### config.mk
export PLATFORM = sky130hd
export DESIGN_NAME = piso_tx_arbiter
export DESIGN_NICKNAME = d
export VERILOG_FILES = /design/src/rtl/piso_ctrl_pkg.sv /design/src/rtl/piso_shifter.sv /design/src/rtl/piso_tx_arbiter.sv
export SDC_FILE = /design/constraint.sdc
export NUM_CORES = 1
export LEC_CHECK = 0
export BUFFER_PORTS_ARGS = -buffer_cell sky130_fd_sc_hd__buf_2
export CORE_MARGIN = 2
export CORE_UTILIZATION = 48
export CTS_CLUSTER_SIZE = 24
export DETAILED_ROUTE_END_ITERATION = 6
export PLACE_DENSITY_LB_ADDON = 0.15
export SYNTH_ARGS = -nofsm -noshare
export SYNTH_HDL_FRONTEND = slang
export SYNTH_HIERARCHICAL = 1
export SYNTH_SLANG_ARGS = --single-unit
export TNS_END_PERCENT = 20
### constraint.sdc
create_clock -name clk -period 1.7 [get_ports clk]
set_input_delay 0.17 -clock clk [delete_from_list [all_inputs] [get_ports clk]]
set_output_delay 0.17 -clock clk [all_outputs]
set_load 0.005 [all_outputs]
### src/rtl/piso_ctrl_pkg.sv
// Shared types and constants for the PISO transmit arbiter.
// Build option: PISO_PARITY_EN adds an even-parity bit after each frame.
package piso_ctrl_pkg;

  localparam int unsigned DEF_WIDTH = 4;
  localparam int unsigned DEF_GAP   = 1;

  localparam logic REQ0 = 1'b0;
  localparam logic REQ1 = 1'b1;

`ifdef PISO_PARITY_EN
  typedef enum logic [1:0] {
    ST_IDLE   = 2'd0,
    ST_SHIFT  = 2'd1,
    ST_GAP    = 2'd2,
    ST_PARITY = 2'd3
  } state_e;
`else
  typedef enum logic [1:0] {
    ST_IDLE  = 2'd0,
    ST_SHIFT = 2'd1,
    ST_GAP   = 2'd2
  } state_e;
`endif

endpackage

### src/rtl/piso_shifter.sv
// Parallel-in/serial-out shift register, MSB first, cleared on reset.
module piso_shifter
  import piso_ctrl_pkg::*;
#(
  parameter int unsigned WIDTH = DEF_WIDTH
) (
  input  logic             clk,
  input  logic             reset,
  input  logic             load,
  input  logic             shift,
  input  logic [WIDTH-1:0] din,
  output logic             msb
);

  logic [WIDTH-1:0] shreg_q;

  // Load has priority over shift; zeros fill from the LSB end.
  always_ff @(posedge clk or negedge reset) begin
    if (!reset) begin
      shreg_q <= '0;
    end else if (load) begin
      shreg_q <= din;
    end else if (shift) begin
      shreg_q <= shreg_q << 1;
    end else begin
      shreg_q <= shreg_q;
    end
  end

  assign msb = shreg_q[WIDTH-1];

endmodule

### src/rtl/piso_tx_arbiter.sv
// Two-requester round-robin serial transmitter with idle gap between frames.
// Build option: PISO_PARITY_EN appends an even-parity bit to every frame.
module piso_tx_arbiter
  import piso_ctrl_pkg::*;
#(
  parameter int unsigned WIDTH = DEF_WIDTH,
  parameter int unsigned GAP   = DEF_GAP
) (
  input  logic             clk,
  input  logic             reset,
  input  logic             req0_valid,
  input  logic [WIDTH-1:0] req0_data,
  output logic             req0_ready,
  input  logic             req1_valid,
  input  logic [WIDTH-1:0] req1_data,
  output logic             req1_ready,
  output logic             sdo,
  output logic             frame,
  output logic             busy,
  output logic             grant_id
);

  localparam int unsigned BW       = $clog2(WIDTH + 1);
  localparam int unsigned GW       = (GAP > 1) ? $clog2(GAP) : 1;
  localparam int unsigned GAP_LAST = (GAP > 0) ? GAP - 1 : 0;

  state_e            state_q, state_d;
  logic [BW-1:0]     bitcnt_q, bitcnt_d;
  logic [GW-1:0]     gapcnt_q, gapcnt_d;
  logic              grant_q, grant_d;
  logic              last_q, last_d;
  logic              pick_s;
  logic              hs_s;
  logic              msb_s;
  logic [WIDTH-1:0]  word_s;
  state_e            post_frame_s;

`ifdef PISO_PARITY_EN
  logic parity_q;

  function automatic logic even_parity(input logic [WIDTH-1:0] w);
    return ^w;
  endfunction

  // Parity of the granted word is captured alongside the shifter load.
  always_ff @(posedge clk or negedge reset) begin
    if (!reset) begin
      parity_q <= 1'b0;
    end else if (hs_s) begin
      parity_q <= even_parity(word_s);
    end else begin
      parity_q <= parity_q;
    end
  end
`endif

  // Round-robin pick: on a tie, favour whoever was not served last.
  always_comb begin
    pick_s = REQ0;
    if (req0_valid && req1_valid) begin
      pick_s = ~last_q;
    end else if (req1_valid) begin
      pick_s = REQ1;
    end else begin
      pick_s = REQ0;
    end
  end

  assign req0_ready   = reset && (state_q == ST_IDLE) && (pick_s == REQ0) && req0_valid;
  assign req1_ready   = reset && (state_q == ST_IDLE) && (pick_s == REQ1) && req1_valid;
  assign hs_s         = req0_ready || req1_ready;
  assign word_s       = (pick_s == REQ1) ? req1_data : req0_data;
  assign post_frame_s = (GAP > 0) ? ST_GAP : ST_IDLE;

  piso_shifter #(.WIDTH(WIDTH)) u_shifter (
    .clk   (clk),
    .reset (reset),
    .load  (hs_s),
    .shift (state_q == ST_SHIFT),
    .din   (word_s),
    .msb   (msb_s)
  );

  // Next-state logic for the transmit sequence.
  always_comb begin
    state_d  = state_q;
    bitcnt_d = bitcnt_q;
    gapcnt_d = gapcnt_q;
    grant_d  = grant_q;
    last_d   = last_q;
    case (state_q)
      ST_IDLE: begin
        if (hs_s) begin
          state_d  = ST_SHIFT;
          bitcnt_d = '0;
          grant_d  = pick_s;
          last_d   = pick_s;
        end else begin
          state_d = ST_IDLE;
        end
      end
      ST_SHIFT: begin
        if (bitcnt_q == BW'(WIDTH - 1)) begin
`ifdef PISO_PARITY_EN
          state_d = ST_PARITY;
`else
          state_d = post_frame_s;
`endif
          gapcnt_d = '0;
        end else begin
          bitcnt_d = bitcnt_q + BW'(1);
        end
      end
`ifdef PISO_PARITY_EN
      ST_PARITY: begin
        state_d  = post_frame_s;
        gapcnt_d = '0;
      end
`endif
      ST_GAP: begin
        if (gapcnt_q == GW'(GAP_LAST)) begin
          state_d = ST_IDLE;
        end else begin
          gapcnt_d = gapcnt_q + GW'(1);
        end
      end
      default: begin
        state_d = ST_IDLE;
      end
    endcase
  end

  // Control state; reset aborts any frame in flight.
  always_ff @(posedge clk or negedge reset) begin
    if (!reset) begin
      state_q  <= ST_IDLE;
      bitcnt_q <= '0;
      gapcnt_q <= '0;
      grant_q  <= REQ0;
      last_q   <= REQ1;
    end else begin
      state_q  <= state_d;
      bitcnt_q <= bitcnt_d;
      gapcnt_q <= gapcnt_d;
      grant_q  <= grant_d;
      last_q   <= last_d;
    end
  end

  // Serial outputs; sdo is forced low outside a frame.
  always_comb begin
    frame = 1'b0;
    sdo   = 1'b0;
    case (state_q)
      ST_SHIFT: begin
        frame = 1'b1;
        sdo   = msb_s;
      end
`ifdef PISO_PARITY_EN
      ST_PARITY: begin
        frame = 1'b1;
        sdo   = parity_q;
      end
`endif
      default: begin
        frame = 1'b0;
        sdo   = 1'b0;
      end
    endcase
  end

  assign busy     = (state_q != ST_IDLE);
  assign grant_id = grant_q;

endmodule

* Word level (Yosys, flattened, before mapping)
Cells that the tools add are included.
Storage, ports and cells: register bits after elaboration 12, input port bits 12, output and inout port bits 6, logic and storage cells 50
Cells by class: add/sub/neg operators 2, equality and inequality tests 7, mux-type cells 17, bitwise operators 2, reduce and logical (&&, ||, !) cells 16
Operators by type and width (count):
- 4-bit two-way mux | 3
- 2-bit != test (second input constant) | 4
- 2-bit nonzero test | 4
- 1-bit two-way mux | 7
- 1-bit logical AND | 6
- 3-bit two-way mux | 2
- 2-bit one-hot mux with 3 select lines | 1
- 3-bit one-hot mux with 2 select lines | 1
- 2-bit AND reduction | 3
- 2-bit two-way mux | 2
- 3-bit by 1-bit adder with 3-bit output (second input constant) | 1
- 3-bit by 2-bit equality test with 1-bit output (second input constant) | 1
- 3-bit AND reduction | 1
- 2-bit by 1-bit equality test with 1-bit output (second input constant) | 1
- 2-bit equality test (second input constant) | 1
- 2-bit logical NOT | 1
- 1-bit NOT | 2
- 1-bit one-hot mux with 2 select lines | 1
- 1-bit adder (second input constant) | 1
- 1-bit logical OR | 1

* Depth between registers and ports, before layout
depth in word-level cells 8, gate-level depth with buffers 5, mapped depth without buffers 5

* By module
The synthesis kept the hierarchy.
By module, submodules not included:
- piso_tx_arbiter | instances 1, cells each 45, area an instance 455.4 um2, seq. area each 176.4 um2
- piso_shifter | instances 1, cells each 15, area an instance 168.9 um2, seq. area each 100.1 um2

* Least setup slack after synthesis
No wires, ideal clock.
path type reg2reg, from register state_q[1], to register u_shifter.shreg_q[0], library setup time 121 ps, data arrival time 1386 ps, required time 1579 ps, slack 193 ps, stages on the path, launching flop included 6, buffers on the path 1, period minus slack after synthesis 1507 ps, path through dfrtp_1 -> buf_2 -> or2_2 -> nor2_1 -> nor2_1 -> a22o_1
Between the ends: cells in the longest elaborated chain, start to end 6, elaborated cells between the ends (all ways) 10, classes of those cells 1 x eq/ne; 1 x mux; 8 x reduce/logical
Ends and longest elaborated chain:
- start: declaration | RTL line piso_tx_arbiter.sv:27 | state_e state_q, state_d;
- start signal: assignment | RTL line piso_tx_arbiter.sv:142 | state_q <= state_d;
- 2-bit logical NOT * | RTL line piso_tx_arbiter.sv:69, piso_tx_arbiter.sv:70
- 1-bit logical AND * | RTL line piso_tx_arbiter.sv:69, piso_tx_arbiter.sv:70
- 1-bit logical AND, on equally long branches (2 in series) | RTL line piso_tx_arbiter.sv:69, piso_tx_arbiter.sv:70
- 1-bit logical OR * | RTL line piso_tx_arbiter.sv:71 | assign hs_s = req0_ready || req1_ready;
- net hs_s | RTL line piso_tx_arbiter.sv:33 | logic hs_s;
- 4-bit two-way mux or 2-bit nonzero test (tied branches)
- end signal: assignment | RTL line piso_shifter.sv:22 | shreg_q <= din;
- end signal: assignment | RTL line piso_shifter.sv:24 | shreg_q <= shreg_q << 1;
- end signal: assignment | RTL line piso_shifter.sv:26 | shreg_q <= shreg_q;
- end: declaration | RTL line piso_shifter.sv:15 | logic [WIDTH-1:0] shreg_q;
Mark *: on every way through the listed nets, which the timed path passes. The rest lies on a longest branch. A chain may end at the register's enable or synchronous reset.

* Final worst setup path
from register state_q[0], to output sdo
Between the ends: cells in the longest elaborated chain, start to end 2
Ends and longest elaborated chain:
- 2-bit by 1-bit equality test with 1-bit output | RTL line piso_tx_arbiter.sv:154 | case (state_q)
- 1-bit two-way mux | RTL line piso_tx_arbiter.sv:154
- end: declaration | RTL line piso_tx_arbiter.sv:17 | output logic sdo,
No other way between the ends.

==> insert_results.sql <==
INSERT INTO impl_metrics (metric_group, metric, value, unit) VALUES
('clocking', 'root_buffer', 'sky130_fd_sc_hd__clkbuf_4', ''),
('yosys', 'post_synthesis_cell_count', '60', ''),
('yosys', 'synth_async_sr_flop_share', '100', '%'),
('finish', 'finalNonFillerCells', '98', ''),
('finish', 'antennaDiodeCount', '0', ''),
('global_routing', 'grt_overflow', '0', ''),
('global_routing', 'grt_first_pass_wirelength', '2010', 'um'),
('floorplanning', 'placementRows', '12', ''),
('floorplanning', 'design.portCount', '18', ''),
('setup_path', 'r2r_setup_slack', '0.26', 'ns'),
('sta', 'final_max_slew_viol_count', '0', ''),
('clocking', 'tritoncts_clock_tree', 'built', ''),
('finish', 'drive_gt1_share', '38.1', '%'),
('yosys', 'ys.flop_type', 'sky130_fd_sc_hd__dfrtp_1', ''),
('hold_path', 'worst_hold_path.num_cells', '3', ''),
('hold_path', 'hold_path_startpoint', 'req1_valid', ''),
('setup_path', 'critical_path.max_fanout', '9', ''),
('sta', 'finalCriticalPeriod', '1.53', 'ns'),
('yosys', 'syn_area_per_cell', '10.4', 'um2'),
('yosys', 'synthesis.nets', '74', ''),
('clocking', 'max-clock-path-buffers', '2', ''),
('clocking', 'numClockSinks', '11', ''),
('clocking', 'cts.reportedPaths.clkPinSlew', '0.07', 'ns'),
('drt', 'routed_wl', '1250', 'um'),
('place', 'post_dp_hpwl', '950', 'um'),
('drt', 'drc_errors', '0', ''),
('power', 'pwr_per_cell_area', '1560', 'mW/mm2'),
('finish', 'area.growth.synth_to_final', '25.5', '%'),
('outcome', 'run_status', 'finished clean', ''),
('sta', 'final_min_period_over_clock_period', '90.1', '%'),
('yosys', 'yosysWarnings', '6', ''),
('finish', 'final_core_util', '67.7', '%'),
('global_routing', 'grt_max_degree', '12', ''),
('sta', 'fmax', '653', 'MHz'),
('setup_path', 'crit_arrival', '1.36', 'ns'),
('run', 'maxCapViolations', '0', ''),
('floorplanning', 'die_y', '40.1', 'um'),
('clocking', 'postCtsSetupBuffers', '0', ''),
('floorplanning', 'width_of_the_chip', '40.1', 'um'),
('drt', 'vias_per_cell', '5.14', ''),
('place', 'buffer_ports.inserted', '17', ''),
('sta', 'timing.max_slew.rel_slack', '67.9', '%'),
('setup_path', 'crit_path_end_kind', 'output pin', ''),
('place', 'weighted_congestion_at_the_end_of_routability_driven_global_placement', '0.776', ''),
('place', 'dpl.cell_count', '92', ''),
('setup_path', 'crit_path_start_kind', 'flip-flop', ''),
('drt', 'wl_per_cell', '12.8', 'um'),
('sta', 'final_hold_viol_count', '0', ''),
('yosys', 'count_of_flip_flops_with_a_built_in_enable_after_synthesis', '0', ''),
('power', 'cellLeakagePower', '0.381', 'nW'),
('floorplanning', 'start_util', '54.0', '%'),
('yosys', 'synth-seq-cells', '11', ''),
('global_routing', 'gr-usage-all-layers', '20.5', '%'),
('hold_path', 'hp-class', 'primary input to flip-flop', ''),
('sta', 'fin_setup_tns', '0', 'ns'),
('setup_path', 'timing_worst_setup_path_type', 'flip-flop to output pin', ''),
('yosys', 'synth-seq-area-share', '44.3', '%'),
('floorplanning', 'die_area', '0.00161', 'mm2'),
('yosys', 'synthesis.area', '624', 'um2'),
('clocking', 'cts-hold-fix-buffers', '2', ''),
('global_routing', 'antenna_found_initial', '0', ''),
('hold_path', 'hold_end', 'last_q', ''),
('sta', 'skew', '0.00724', 'ns'),
('setup_path', 'worstPathRequired', '1.53', 'ns'),
('yosys', 'yosys.cell_types.count', '27', ''),
('drt', 'routed-via-count', '504', ''),
('drt', 'detail-route-antenna-nets', '0', ''),
('clocking', 'worst_skew_pair.late_latency', '0.27', 'ns'),
('clocking', 'htree_levels', '1', ''),
('setup_path', 'timing.rr.end', 'bitcnt_q[2]', ''),
('sta', 'rsz0062_at_grt', 'false', '');
[worst max-delay path by stage]
stage / slack, ns / cells after the start / startpoint / end
CTS: 0.16 / 4 / state_q[0] / sdo
global route: 0.07 / 4 / state_q[0] / sdo
global placement: 0.32 / 5 / bitcnt_q[0] / bitcnt_q[2]
floorplan: 0.19 / 5 / state_q[1] / u_shifter/shreg_q[0]
detailed placement: 0.27 / 5 / bitcnt_q[0] / bitcnt_q[2]
finish: 0.17 / 4 / state_q[0] / sdo
[routing by layer]
layer / share of wire (%) / track usage (%)
met5: 0 / 0
met4: 0.48 / 5.17
met3: 5.5 / 10.0
met2: 51 / 34.3
met1: 43 / 23.0
[final cells by class]
type                       instances  area, um2
fill                              99        373
multi-input combinational         47        339
sequential                        11        277
timing repair buffer              21        120
clock buffer                       4       26.3
tap                               14       17.5
inverter                           1       3.75
[state kept, by name, indices dropped and copies added, names as in the netlist]
| name | cells |
|---|---|
| last_q | 1 |
| bitcnt_q | 3 |
| state_q | 2 |
| grant_id | 1 |
| u_shifter/shreg_q | 4 |
[report_power, final]
group	total [W]	switching, W	internal (W)
combinational	0.000551	0.000252	0.000299
sequential	0.000499	0.000113	0.000387
clock	0.000174	0.0000831	0.0000908
[metrics by stage]
step                      hold WS, ns  area (um2)  worst slack (ns)
after floorplan                -0.126         624             0.193
after global placement         0.0692         737             0.316
after detailed placement       0.0718         737             0.275
after CTS                       0.137         783             0.163
after global routing            0.152         783            0.0675
final                           0.142         783             0.169
[cell usage after synthesis, drive strengths merged (2+ instances only)]
cell type / instances / area share, %
mux2: 4 / 7.2
o21ai: 7 / 6.2
nand2: 8 / 4.8
mux2i: 3 / 4.8
and2: 3 / 3.0
dfrtp: 10 / 40
or2: 2 / 2.0
nor2: 4 / 2.4
ha: 2 / 4.0
a21oi: 3 / 2.4
[kinds of logic (layout without fill, tap and decap cells)]
logic type                 Yosys count  count (layout)  share of synthesized area (%)
AOI/OAI and AO/OA                   15              15                           16.8
muxes                                7               7                           12.0
buffers and inverters                2              26                           1.40
and+or+nand+nor                     23              23                           21.4
DFF                                 11              11                           44.3
adders and majority gates            2               2                           4.01
[critical path, stage by stage (launching register included)]
cell,delay [ns]
sky130_fd_sc_hd__dfrtp_1,0.47
sky130_fd_sc_hd__nor2b_1,0.18
sky130_fd_sc_hd__buf_4,0.17
sky130_fd_sc_hd__and2_1,0.15
sky130_fd_sc_hd__buf_2,0.12
Power figures use the tool's default switching activity.
